--- config.mk ---
export PLATFORM = sky130hd
export DESIGN_NAME = alu_ctrl_muldiv
export DESIGN_NICKNAME = d
export VERILOG_FILES = /design/src/rtl/alu_ctrl_muldiv.sv
export SDC_FILE = /design/constraint.sdc
export NUM_CORES = 1
export LEC_CHECK = 0
export CORE_MARGIN = 2
export CORE_UTILIZATION = 28
export CTS_BUF_LIST = sky130_fd_sc_hd__clkbuf_8
export CTS_CLUSTER_DIAMETER = 150
export CTS_CLUSTER_SIZE = 14
export DETAILED_ROUTE_END_ITERATION = 10
export PLACE_DENSITY = 0.51
export SLEW_MARGIN = 40
export SYNTH_ARGS = -nofsm -noshare
export SYNTH_HDL_FRONTEND = slang
export SYNTH_SLANG_ARGS = --single-unit
--- constraint.sdc ---
create_clock -name clk -period 4.1 [get_ports clk]
set_clock_uncertainty 0.2 [all_clocks]
set_input_delay 0.82 -clock clk [delete_from_list [all_inputs] [get_ports clk]]
set_output_delay 0.82 -clock clk [all_outputs]
set_load 0.005 [all_outputs]
--- src/rtl/alu_ctrl_muldiv.sv ---
// -----------------------------------------------------------------------------
// alu_ctrl_muldiv
// EX-stage ALU control with an iterative multiply/divide unit.
//
// Decodes alu_op/funct into the 4-bit ALU control code. It also runs
// MULT/MULTU (shift-add) and DIV/DIVU (restoring division) one bit per cycle
// into the HI/LO registers, and serves MFHI/MFLO/MTHI/MTLO. Any HI/LO-dependent
// instruction that meets a busy unit raises stall to hold IF..EX.
//
// Ports:
//   clk      in   1      rising-edge clock
//   reset    in   1      synchronous, active-high
//   valid    in   1      EX-stage instruction valid
//   alu_op   in   4      4'b1111 selects funct decode, otherwise passed through
//   funct    in   6      R-type function field
//   src_a    in   WIDTH  rs: dividend / multiplicand / MTHI-MTLO source
//   src_b    in   WIDTH  rt: divisor / multiplier
//   alu_ctrl out  4      ALU control code (combinational)
//   stall    out  1      HI/LO-dependent op while the unit is busy
//   busy     out  1      multiply/divide unit iterating (registered)
//   hilo_rd  out  WIDTH  HI on MFHI, LO on MFLO, else 0
//   div0     out  1      one-cycle pulse in the FIX cycle of a divide by zero
//
// Build option:
//   MULDIV_EARLY_TERM_EN - a multiply leaves MUL as soon as the remaining
//   multiplier bits are all zero (busy 2..WIDTH+1 cycles). When undefined,
//   a multiply always takes WIDTH+1 busy cycles.
// -----------------------------------------------------------------------------
module alu_ctrl_muldiv #(
  parameter int WIDTH = 32,
  parameter int CNT_W = 6
) (
  input  logic             clk,
  input  logic             reset,
  input  logic             valid,
  input  logic [3:0]       alu_op,
  input  logic [5:0]       funct,
  input  logic [WIDTH-1:0] src_a,
  input  logic [WIDTH-1:0] src_b,
  output logic [3:0]       alu_ctrl,
  output logic             stall,
  output logic             busy,
  output logic [WIDTH-1:0] hilo_rd,
  output logic             div0
);

  localparam logic [1:0] S_IDLE = 2'd0;
  localparam logic [1:0] S_MUL  = 2'd1;
  localparam logic [1:0] S_DIV  = 2'd2;
  localparam logic [1:0] S_FIX  = 2'd3;

  localparam logic [5:0] F_MULT  = 6'b011000;
  localparam logic [5:0] F_MULTU = 6'b011001;
  localparam logic [5:0] F_DIV   = 6'b011010;
  localparam logic [5:0] F_DIVU  = 6'b011011;
  localparam logic [5:0] F_MFHI  = 6'b010000;
  localparam logic [5:0] F_MTHI  = 6'b010001;
  localparam logic [5:0] F_MFLO  = 6'b010010;
  localparam logic [5:0] F_MTLO  = 6'b010011;

  localparam logic [CNT_W-1:0] LAST_ITER = CNT_W'(WIDTH - 1);

  logic [1:0]         state_q, state_d;
  logic [CNT_W-1:0]   cnt_q, cnt_d;
  logic [2*WIDTH-1:0] op_a_q, op_a_d;   // multiplicand, shifted left each MUL cycle
  logic [WIDTH-1:0]   op_b_q, op_b_d;   // multiplier (shifted right) or divisor
  logic [2*WIDTH-1:0] acc_q, acc_d;     // product, or {remainder, quotient} while dividing
  logic               is_div_q, is_div_d;
  logic               neg_res_q, neg_res_d;  // negate product / quotient in FIX
  logic               neg_rem_q, neg_rem_d;  // negate remainder in FIX
  logic               dz_q, dz_d;            // divide by zero in flight
  logic               busy_q, busy_d;
  logic               div0_q, div0_d;
  logic [WIDTH-1:0]   hi_q, hi_d;
  logic [WIDTH-1:0]   lo_q, lo_d;

  logic               is_r_s;
  logic               is_md_s;
  logic               is_arith_s;
  logic               is_divop_s;
  logic               is_signed_s;
  logic               dep_s;
  logic               start_s;
  logic               mthi_s;
  logic               mtlo_s;
  logic               sign_a_s;
  logic               sign_b_s;
  logic [WIDTH-1:0]   abs_a_s;
  logic [WIDTH-1:0]   abs_b_s;
  logic [WIDTH:0]     shifted_s;
  logic [WIDTH:0]     diff_s;
  logic [WIDTH-1:0]   quo_fix_s;
  logic [WIDTH-1:0]   rem_fix_s;
  logic [2*WIDTH-1:0] prod_fix_s;
  logic               mul_zero_s;

  assign is_r_s = (alu_op == 4'b1111);

  // ALU control decode; forced to NOP while reset is held
  always_comb begin
    alu_ctrl = 4'b0000;
    if (reset) begin
      alu_ctrl = 4'b0000;
    end else if (is_r_s) begin
      case (funct)
        6'b000000: alu_ctrl = 4'b1001;
        6'b000010: alu_ctrl = 4'b1110;
        6'b000011: alu_ctrl = 4'b1101;
        6'b100000: alu_ctrl = 4'b0111;
        6'b100001: alu_ctrl = 4'b0001;
        6'b100010: alu_ctrl = 4'b0010;
        6'b100011: alu_ctrl = 4'b0011;
        6'b100100: alu_ctrl = 4'b0100;
        6'b100101: alu_ctrl = 4'b0101;
        6'b100110: alu_ctrl = 4'b0110;
        6'b101010: alu_ctrl = 4'b1010;
        6'b101011: alu_ctrl = 4'b1011;
        default:   alu_ctrl = 4'b0000;
      endcase
    end else begin
      alu_ctrl = alu_op;
    end
  end

  // Classify the multiply/divide family of functs
  always_comb begin
    is_md_s     = 1'b0;
    is_arith_s  = 1'b0;
    is_divop_s  = 1'b0;
    is_signed_s = 1'b0;
    case (funct)
      F_MULT: begin
        is_md_s = 1'b1; is_arith_s = 1'b1; is_signed_s = 1'b1;
      end
      F_MULTU: begin
        is_md_s = 1'b1; is_arith_s = 1'b1;
      end
      F_DIV: begin
        is_md_s = 1'b1; is_arith_s = 1'b1; is_divop_s = 1'b1; is_signed_s = 1'b1;
      end
      F_DIVU: begin
        is_md_s = 1'b1; is_arith_s = 1'b1; is_divop_s = 1'b1;
      end
      F_MFHI, F_MTHI, F_MFLO, F_MTLO: begin
        is_md_s = 1'b1;
      end
      default: begin
        is_md_s = 1'b0;
      end
    endcase
  end

  assign dep_s   = valid & is_r_s & is_md_s;
  assign stall   = dep_s & busy_q;
  assign start_s = dep_s & ~busy_q & is_arith_s;
  assign mthi_s  = dep_s & ~busy_q & (funct == F_MTHI);
  assign mtlo_s  = dep_s & ~busy_q & (funct == F_MTLO);

  // Signed ops iterate on magnitudes; the signs are fixed up in FIX
  assign sign_a_s = is_signed_s & src_a[WIDTH-1];
  assign sign_b_s = is_signed_s & src_b[WIDTH-1];
  assign abs_a_s  = sign_a_s ? -src_a : src_a;
  assign abs_b_s  = sign_b_s ? -src_b : src_b;

  // Restoring-division step: shift the next dividend bit into the remainder
  assign shifted_s = {acc_q[2*WIDTH-1:WIDTH], acc_q[WIDTH-1]};
  assign diff_s    = shifted_s - {1'b0, op_b_q};

  assign quo_fix_s  = neg_res_q ? -acc_q[WIDTH-1:0] : acc_q[WIDTH-1:0];
  assign rem_fix_s  = neg_rem_q ? -acc_q[2*WIDTH-1:WIDTH] : acc_q[2*WIDTH-1:WIDTH];
  assign prod_fix_s = neg_res_q ? -acc_q : acc_q;

`ifdef MULDIV_EARLY_TERM_EN
  assign mul_zero_s = (op_b_q == {WIDTH{1'b0}});
`else
  assign mul_zero_s = 1'b0;
`endif

  // Next-state logic for the sequencer, datapath and HI/LO
  always_comb begin
    state_d   = state_q;
    cnt_d     = cnt_q;
    op_a_d    = op_a_q;
    op_b_d    = op_b_q;
    acc_d     = acc_q;
    is_div_d  = is_div_q;
    neg_res_d = neg_res_q;
    neg_rem_d = neg_rem_q;
    dz_d      = dz_q;
    hi_d      = hi_q;
    lo_d      = lo_q;
    div0_d    = 1'b0;
    case (state_q)
      S_IDLE: begin
        if (start_s) begin
          is_div_d  = is_divop_s;
          neg_res_d = sign_a_s ^ sign_b_s;
          neg_rem_d = sign_a_s;
          cnt_d     = {CNT_W{1'b0}};
          dz_d      = 1'b0;
          if (is_divop_s) begin
            if (src_b == {WIDTH{1'b0}}) begin
              // Zero divisor skips the iterations; keep the raw dividend for HI
              dz_d    = 1'b1;
              div0_d  = 1'b1;
              acc_d   = {{WIDTH{1'b0}}, src_a};
              state_d = S_FIX;
            end else begin
              acc_d   = {{WIDTH{1'b0}}, abs_a_s};
              op_b_d  = abs_b_s;
              state_d = S_DIV;
            end
          end else begin
            op_a_d  = {{WIDTH{1'b0}}, abs_a_s};
            op_b_d  = abs_b_s;
            acc_d   = {2*WIDTH{1'b0}};
            state_d = S_MUL;
          end
        end else if (mthi_s) begin
          hi_d = src_a;
        end else if (mtlo_s) begin
          lo_d = src_a;
        end else begin
          state_d = S_IDLE;
        end
      end
      S_MUL: begin
        if (mul_zero_s) begin
          state_d = S_FIX;
        end else begin
          if (op_b_q[0]) begin
            acc_d = acc_q + op_a_q;
          end else begin
            acc_d = acc_q;
          end
          op_a_d = op_a_q << 1;
          op_b_d = op_b_q >> 1;
          cnt_d  = cnt_q + CNT_W'(1);
          if (cnt_q == LAST_ITER) begin
            state_d = S_FIX;
          end else begin
            state_d = S_MUL;
          end
        end
      end
      S_DIV: begin
        if (!diff_s[WIDTH]) begin
          acc_d = {diff_s[WIDTH-1:0], acc_q[WIDTH-2:0], 1'b1};
        end else begin
          acc_d = {shifted_s[WIDTH-1:0], acc_q[WIDTH-2:0], 1'b0};
        end
        cnt_d = cnt_q + CNT_W'(1);
        if (cnt_q == LAST_ITER) begin
          state_d = S_FIX;
        end else begin
          state_d = S_DIV;
        end
      end
      S_FIX: begin
        if (dz_q) begin
          lo_d = {WIDTH{1'b1}};
          hi_d = acc_q[WIDTH-1:0];
        end else if (is_div_q) begin
          lo_d = quo_fix_s;
          hi_d = rem_fix_s;
        end else begin
          lo_d = prod_fix_s[WIDTH-1:0];
          hi_d = prod_fix_s[2*WIDTH-1:WIDTH];
        end
        cnt_d   = {CNT_W{1'b0}};
        state_d = S_IDLE;
      end
      default: begin
        state_d = S_IDLE;
      end
    endcase
  end

  assign busy_d = (state_d != S_IDLE);

  // State and datapath registers with synchronous reset
  always_ff @(posedge clk) begin
    if (reset) begin
      state_q   <= S_IDLE;
      cnt_q     <= {CNT_W{1'b0}};
      op_a_q    <= {2*WIDTH{1'b0}};
      op_b_q    <= {WIDTH{1'b0}};
      acc_q     <= {2*WIDTH{1'b0}};
      is_div_q  <= 1'b0;
      neg_res_q <= 1'b0;
      neg_rem_q <= 1'b0;
      dz_q      <= 1'b0;
      busy_q    <= 1'b0;
      div0_q    <= 1'b0;
      hi_q      <= {WIDTH{1'b0}};
      lo_q      <= {WIDTH{1'b0}};
    end else begin
      state_q   <= state_d;
      cnt_q     <= cnt_d;
      op_a_q    <= op_a_d;
      op_b_q    <= op_b_d;
      acc_q     <= acc_d;
      is_div_q  <= is_div_d;
      neg_res_q <= neg_res_d;
      neg_rem_q <= neg_rem_d;
      dz_q      <= dz_d;
      busy_q    <= busy_d;
      div0_q    <= div0_d;
      hi_q      <= hi_d;
      lo_q      <= lo_d;
    end
  end

  assign busy = busy_q;
  assign div0 = div0_q;

  // Same-cycle HI/LO read port
  always_comb begin
    hilo_rd = {WIDTH{1'b0}};
    if (valid && is_r_s && (funct == F_MFHI)) begin
      hilo_rd = hi_q;
    end else if (valid && is_r_s && (funct == F_MFLO)) begin
      hilo_rd = lo_q;
    end else begin
      hilo_rd = {WIDTH{1'b0}};
    end
  end

endmodule
==> results.yml <==
critical_path:
  crit_fanout: 16
  crit_type: "input pin to output pin"
  cp.required_ps: 3080
  critPathLaunchType: "input pin"
  arrival_ps: 3040
  end_kind: "output pin"
  rr_worst_depth: 12
pwr:
  seqPwrFrac_pct: 55.5
  cellInternalPower_mw: 2.97
  p_leak_nw: 9.04
  switching_share_pct: 28.7
  ir_worst_vdd_v: 0.000206
  clkPwrFrac_pct: 33.1
  p_comb_share_pct: 11.3
  power_switching_mw: 1.20
  power_density_nw_per_um2: 178
die:
  rows: 97
  die_area_um2: 73100
  core_um2: 70100
  die_w_um: 270
  initial_core_util_pct: 28.3
  die_h_um: 270
  io_pins: 116
outcome:
  status: "finished clean"
synth:
  ys_seq_area_share_pct: 24.0
  syn_inst: 2756
  postSynthAreaPerCell_um2: 7.21
  yosys-top-cells-count: "408 x nand2_1, 257 x a21oi_1, 246 x nor2_1"
  syn_nets: 2940
  yosysWarningCount: 0
  synth_edf_count: 0
  synthArstFlopShare_pct: 0
  syn-cell-area_um2: 19900
  synthTopCellsByArea: "dfxtp_1 24%, nand2_1 7.7%, ha_1 6.6%"
  synth_top_cell_area_share_pct: 24.0
  synth-main-ff-cell: "dfxtp_1"
  synth_seq_cells: 238
  yosysTopAreaCell: "dfxtp_1"
  synthDistinctLibCells: 82
  yosysMostFrequentCell: "nand2_1"
min_path:
  hold-path-cell-count: 2
  hold_class: "register to register"
place:
  port-buffer-count: 115
  dpl_worst_slack_ps: -165
  gp_congestion: 0.970
  dp_hpwl_um: 61700
  postPlaceCellArea_um2: 22900
routing:
  drtPass1Iterations: 8
  drt-met1-wl_um: 35400
  drtIter0Drc: 1776
  wl_per_cell_um: 21.3
  avgViaCountPerCell: 5.50
  antenna_left: 0
  dr.max_layer_used: "met4"
  met2_length_um: 37400
  drc_errors: 0
  num_vias: 20900
  wl_met3_um: 4190
  wl_um: 81000
clock_tree:
  cts.sinks: 238
  clk_pin_slew_ps: 90
  insertion_delay_ps: 640
  cts_buffers: 20
  htreeDepth: 1
  cts_tree: "yes"
  cts_max_path_buffers: 3
  cts-root-buf: "clkbuf_8"
final_layout:
  n_antenna_cell: 0
  register_area_um2: 4770
  final_area_um2: 23400
  multi_input_area_um2: 14100
  final_layout_size_suffix_gt1_share_pct: 9.17
  final_nets: 3054
  final_util_pct: 33.4
  fillers: 7709
  area_growth_pct: 17.8
flow_run:
  maxCapViolCount: 0
grt:
  antenna_found_initial: 0
  grt_pass1_vias: 20000
  grt_pass1_wl_um: 123000
  grt_max_degree: 80
  gr-total-overflow: 0
  grt_usage_pct: 21.4
timing:
  worst_slack_ps: 35.6
  relSlewSlack_pct: 46.8
  hold_viol: 0
  fin_crit_sh_pct: 99.1
  clock.fmax_mhz: 246
  slew_viol_final: 0
  fin_crit_ps: 4060
  finalSetupTns_ps: 0
  worst_pin_slew_ps: 798
  rsz0062_at_grt: "yes"
  finalSetupViolations: 0
[placed cells by master, fill, tap and decap left out, types with 93 or more instances in the layout]
| master | n |
|---|---|
| a21oi_1 | 254 |
| buf_4 | 167 |
| clkdlybuf4s50_1 | 93 |
| dfxtp_1 | 237 |
| ha_1 | 103 |
| nand2_1 | 407 |
| nor2_1 | 242 |
| o21ai_0 | 177 |
| xnor2_1 | 128 |
| xor2_1 | 100 |
[worst paths after layout]
check                                           start                endpoint  slack (ps)
worst max register to register  acc_q[9]$_SDFFE_PP0P_  acc_q[57]$_SDFFE_PP0P_         210
worst min register to register  lo_q[23]$_SDFFE_PP0P_   lo_q[23]$_SDFFE_PP0P_         260
worst min-delay path            lo_q[23]$_SDFFE_PP0P_   lo_q[23]$_SDFFE_PP0P_         260
worst max-delay path                        alu_op[0]             hilo_rd[18]          40
[power groups by stage]
stage	sequential [mW]	clock [mW]	combinational, mW
2_1_floorplan	2.37	0	0.227
3_3_place_gp	2.37	0	0.468
3_5_place_dp	2.37	0	0.466
4_1_cts	2.32	1.42	0.469
5_1_grt	2.32	1.48	0.509
6_report	2.32	1.38	0.473
[metrics by stage]
step	total power, mW	std cells	hold slack [ps]
after floorplan	2.60	2756	232
after global placement	2.84	3779	242
after detailed placement	2.84	3779	245
after CTS	4.21	3807	259
after global routing	4.31	3809	277
final	4.17	3809	256
[cells by family after synthesis]
logic type / share of synthesized area, %
fa+ha+maj: 6.82
mux: 1.47
xor+xnor: 10.1
buf+inv: 5.49
flops: 24.0
compound gates: 30.4
simple gates: 21.8
[routing by layer]
layer	up-vias	GRT usage, %
met5	-	0
met4	0	9.32
met3	150	2.55
met2	673	35.8
met1	9907	27.6
li1	10200	-
[registers in the layout, indices dropped and copies added, names as in the netlist]
name       cells
state_q        2
busy           1
op_b_q        32
is_div_q       1
cnt_q          6
acc_q         64
dz_q           1
op_a_q        64
hi_q          32
neg_rem_q      1
div0           1
lo_q          32
neg_res_q      1
[critical path: stages]
cell and delay [ps]:
clkdlybuf4s50_1 470, and4_1 220, and3_4 180, nor3b_2 160
buf_4 140, and3_4 220, buf_12 160, a22o_1 160
clkdlybuf4s50_1 500
[what timing repair did]
action / CTS / global route
pin swaps: 1 / 3
hold buffers: 0 / 0
hold endpoints to repair: 0 / 0
buffers inserted: 5 / 1
endpoints found under the setup margin: 32 / 30
gates cloned: 2 / 1
resized for setup: 24 / 15
[final cells by class]
| type | instances | share of cell area (%) |
|---|---|---|
| multi-input combinational | 2232 | 60.3 |
| sequential | 238 | 20.4 |
| timing repair buffer | 299 | 11.8 |
| tap | 940 | 5.03 |
| inverter | 79 | 1.27 |
| clock buffer | 21 | 1.24 |
Note: power is estimated with default switching activity, not from simulation.
==> variant (same flow settings) <==
Compare `cnt_q` against `LAST_ITER` with >= in place of ==.
--- a/src/rtl/alu_ctrl_muldiv.sv
+++ b/src/rtl/alu_ctrl_muldiv.sv
@@ -238,3 +238,3 @@
           cnt_d  = cnt_q + CNT_W'(1);
-          if (cnt_q == LAST_ITER) begin
+          if (cnt_q >= LAST_ITER) begin
             state_d = S_FIX;
Function: same outputs for any inputs over 4 cycles, from zero or initial values and one cycle with reset high; that may be too few to reach the edited logic, so the function may still have changed.
==> variant against the unedited design <==
Wire length barely moved; power fell by 1.9%; sequential cell count unchanged; synthesized cell count is 0.51% lower; critical path depth did not move; synthesized area up 0.21%; highest routed layer is now met5; worst setup slack better by 0.071 ns; cell area is 1.5% higher; sequential share of layout area is 0.30 points lower; global-route usage fell by 0.093 points; count of clock-buffer cells in the layout down 1.
==> variant: results <==
group,metric,value,unit
final_layout,drive_gt1_frac,0.106,
floorplanning,fp.dieW,271,um
clocking,post_cts_buffers,0,
final_layout,multi_input_area,0.0141,mm^2
final_layout,n_fill_cell,7635,
status,status,"finished clean",
global_route,grt_pass1_vias,20117,
logic_synthesis,yosysUniqueCellTypes,84,
logic_synthesis,synth.cells.most_frequent,"nand2_1, nor2_1, a21oi_1",
routing,drt-total-wl,81100,um
logic_synthesis,syn_avg_cell_area,7.26,um^2
timing,hold_ws,0.253,ns
final_layout,final_area,0.0238,mm^2
setup_path,rrSetupSlack,0.14,ns
clocking,clk_latency,0.67,ns
final_layout,finalNetCount,3079,
timing,tightestPinTransition,0.759,ns
routing,vias,20962,
final_layout,multi_input_cells,2222,
setup_path,regToRegStartpoint,"acc_q[21]$_SDFFE_PP0P_",
logic_synthesis,synth_nets,2926,
global_route,grt_antenna_before_repair,3,
setup_path,worstPathArrival,2.97,ns
power_and_ir_drop,ir_drop,177,uV
global_route,met1_usage,0.281,
[variant: cell types whose count changed after synthesis, moves of 5 or more]
| cell | delta |
|---|---|
| nand2_1 | -40 |
| nor2_1 | +16 |
| and3_1 | -13 |
| a21o_1 | -11 |
| xnor2_1 | +11 |
| a22o_1 | -9 |
| nor3_1 | +9 |
| inv_1 | -8 |
| o22ai_1 | +8 |
| o31ai_1 | +7 |
| a221oi_1 | +6 |
| a222oi_1 | -5 |
| buf_6 | +5 |
[variant: cell families (layout without fill, tap and decap cells)]
group | Yosys count | after routing | synth area share
adders and majority gates | 107 | 107 | 0.0680
and+or+nand+nor | 928 | 928 | 0.212
buffers and inverters | 282 | 434 | 0.0559
AOI/OAI and AO/OA | 920 | 920 | 0.305
xor gates and xnor gates | 240 | 240 | 0.106
DFF | 238 | 238 | 0.239
muxes | 27 | 27 | 0.0142
[variant: worst max-delay path: stages]
cell and delay [ns]:
clkdlybuf4s50_1 0.47, nand4_1 0.18, nor3_4 0.26, nand2_2 0.14
nor2_4 0.13, buf_12 0.14, buf_12 0.15, a22o_1 0.16
clkdlybuf4s50_1 0.49
[variant: power by group]
group,internal [uW],switching (uW)
Clock,444,927
Sequential,2310,1.18
Combinational,179,228
Total,2930,1160
[variant: worst max path at each step]
stage / start / end / slack [ns]
2_1_floorplan: acc_q[32]$_SDFFE_PP0P_ / acc_q[34]$_SDFFE_PP0P_ / 0.23
3_3_place_gp: src_b[8] / op_b_q[4]$_SDFFE_PP0P_ / -0.28
3_5_place_dp: src_b[8] / op_b_q[28]$_SDFFE_PP0P_ / -0.30
4_1_cts: funct[2] / hilo_rd[21] / 0.02
5_1_grt: alu_op[1] / hilo_rd[13] / 0.002
6_report: alu_op[3] / hilo_rd[12] / 0.11
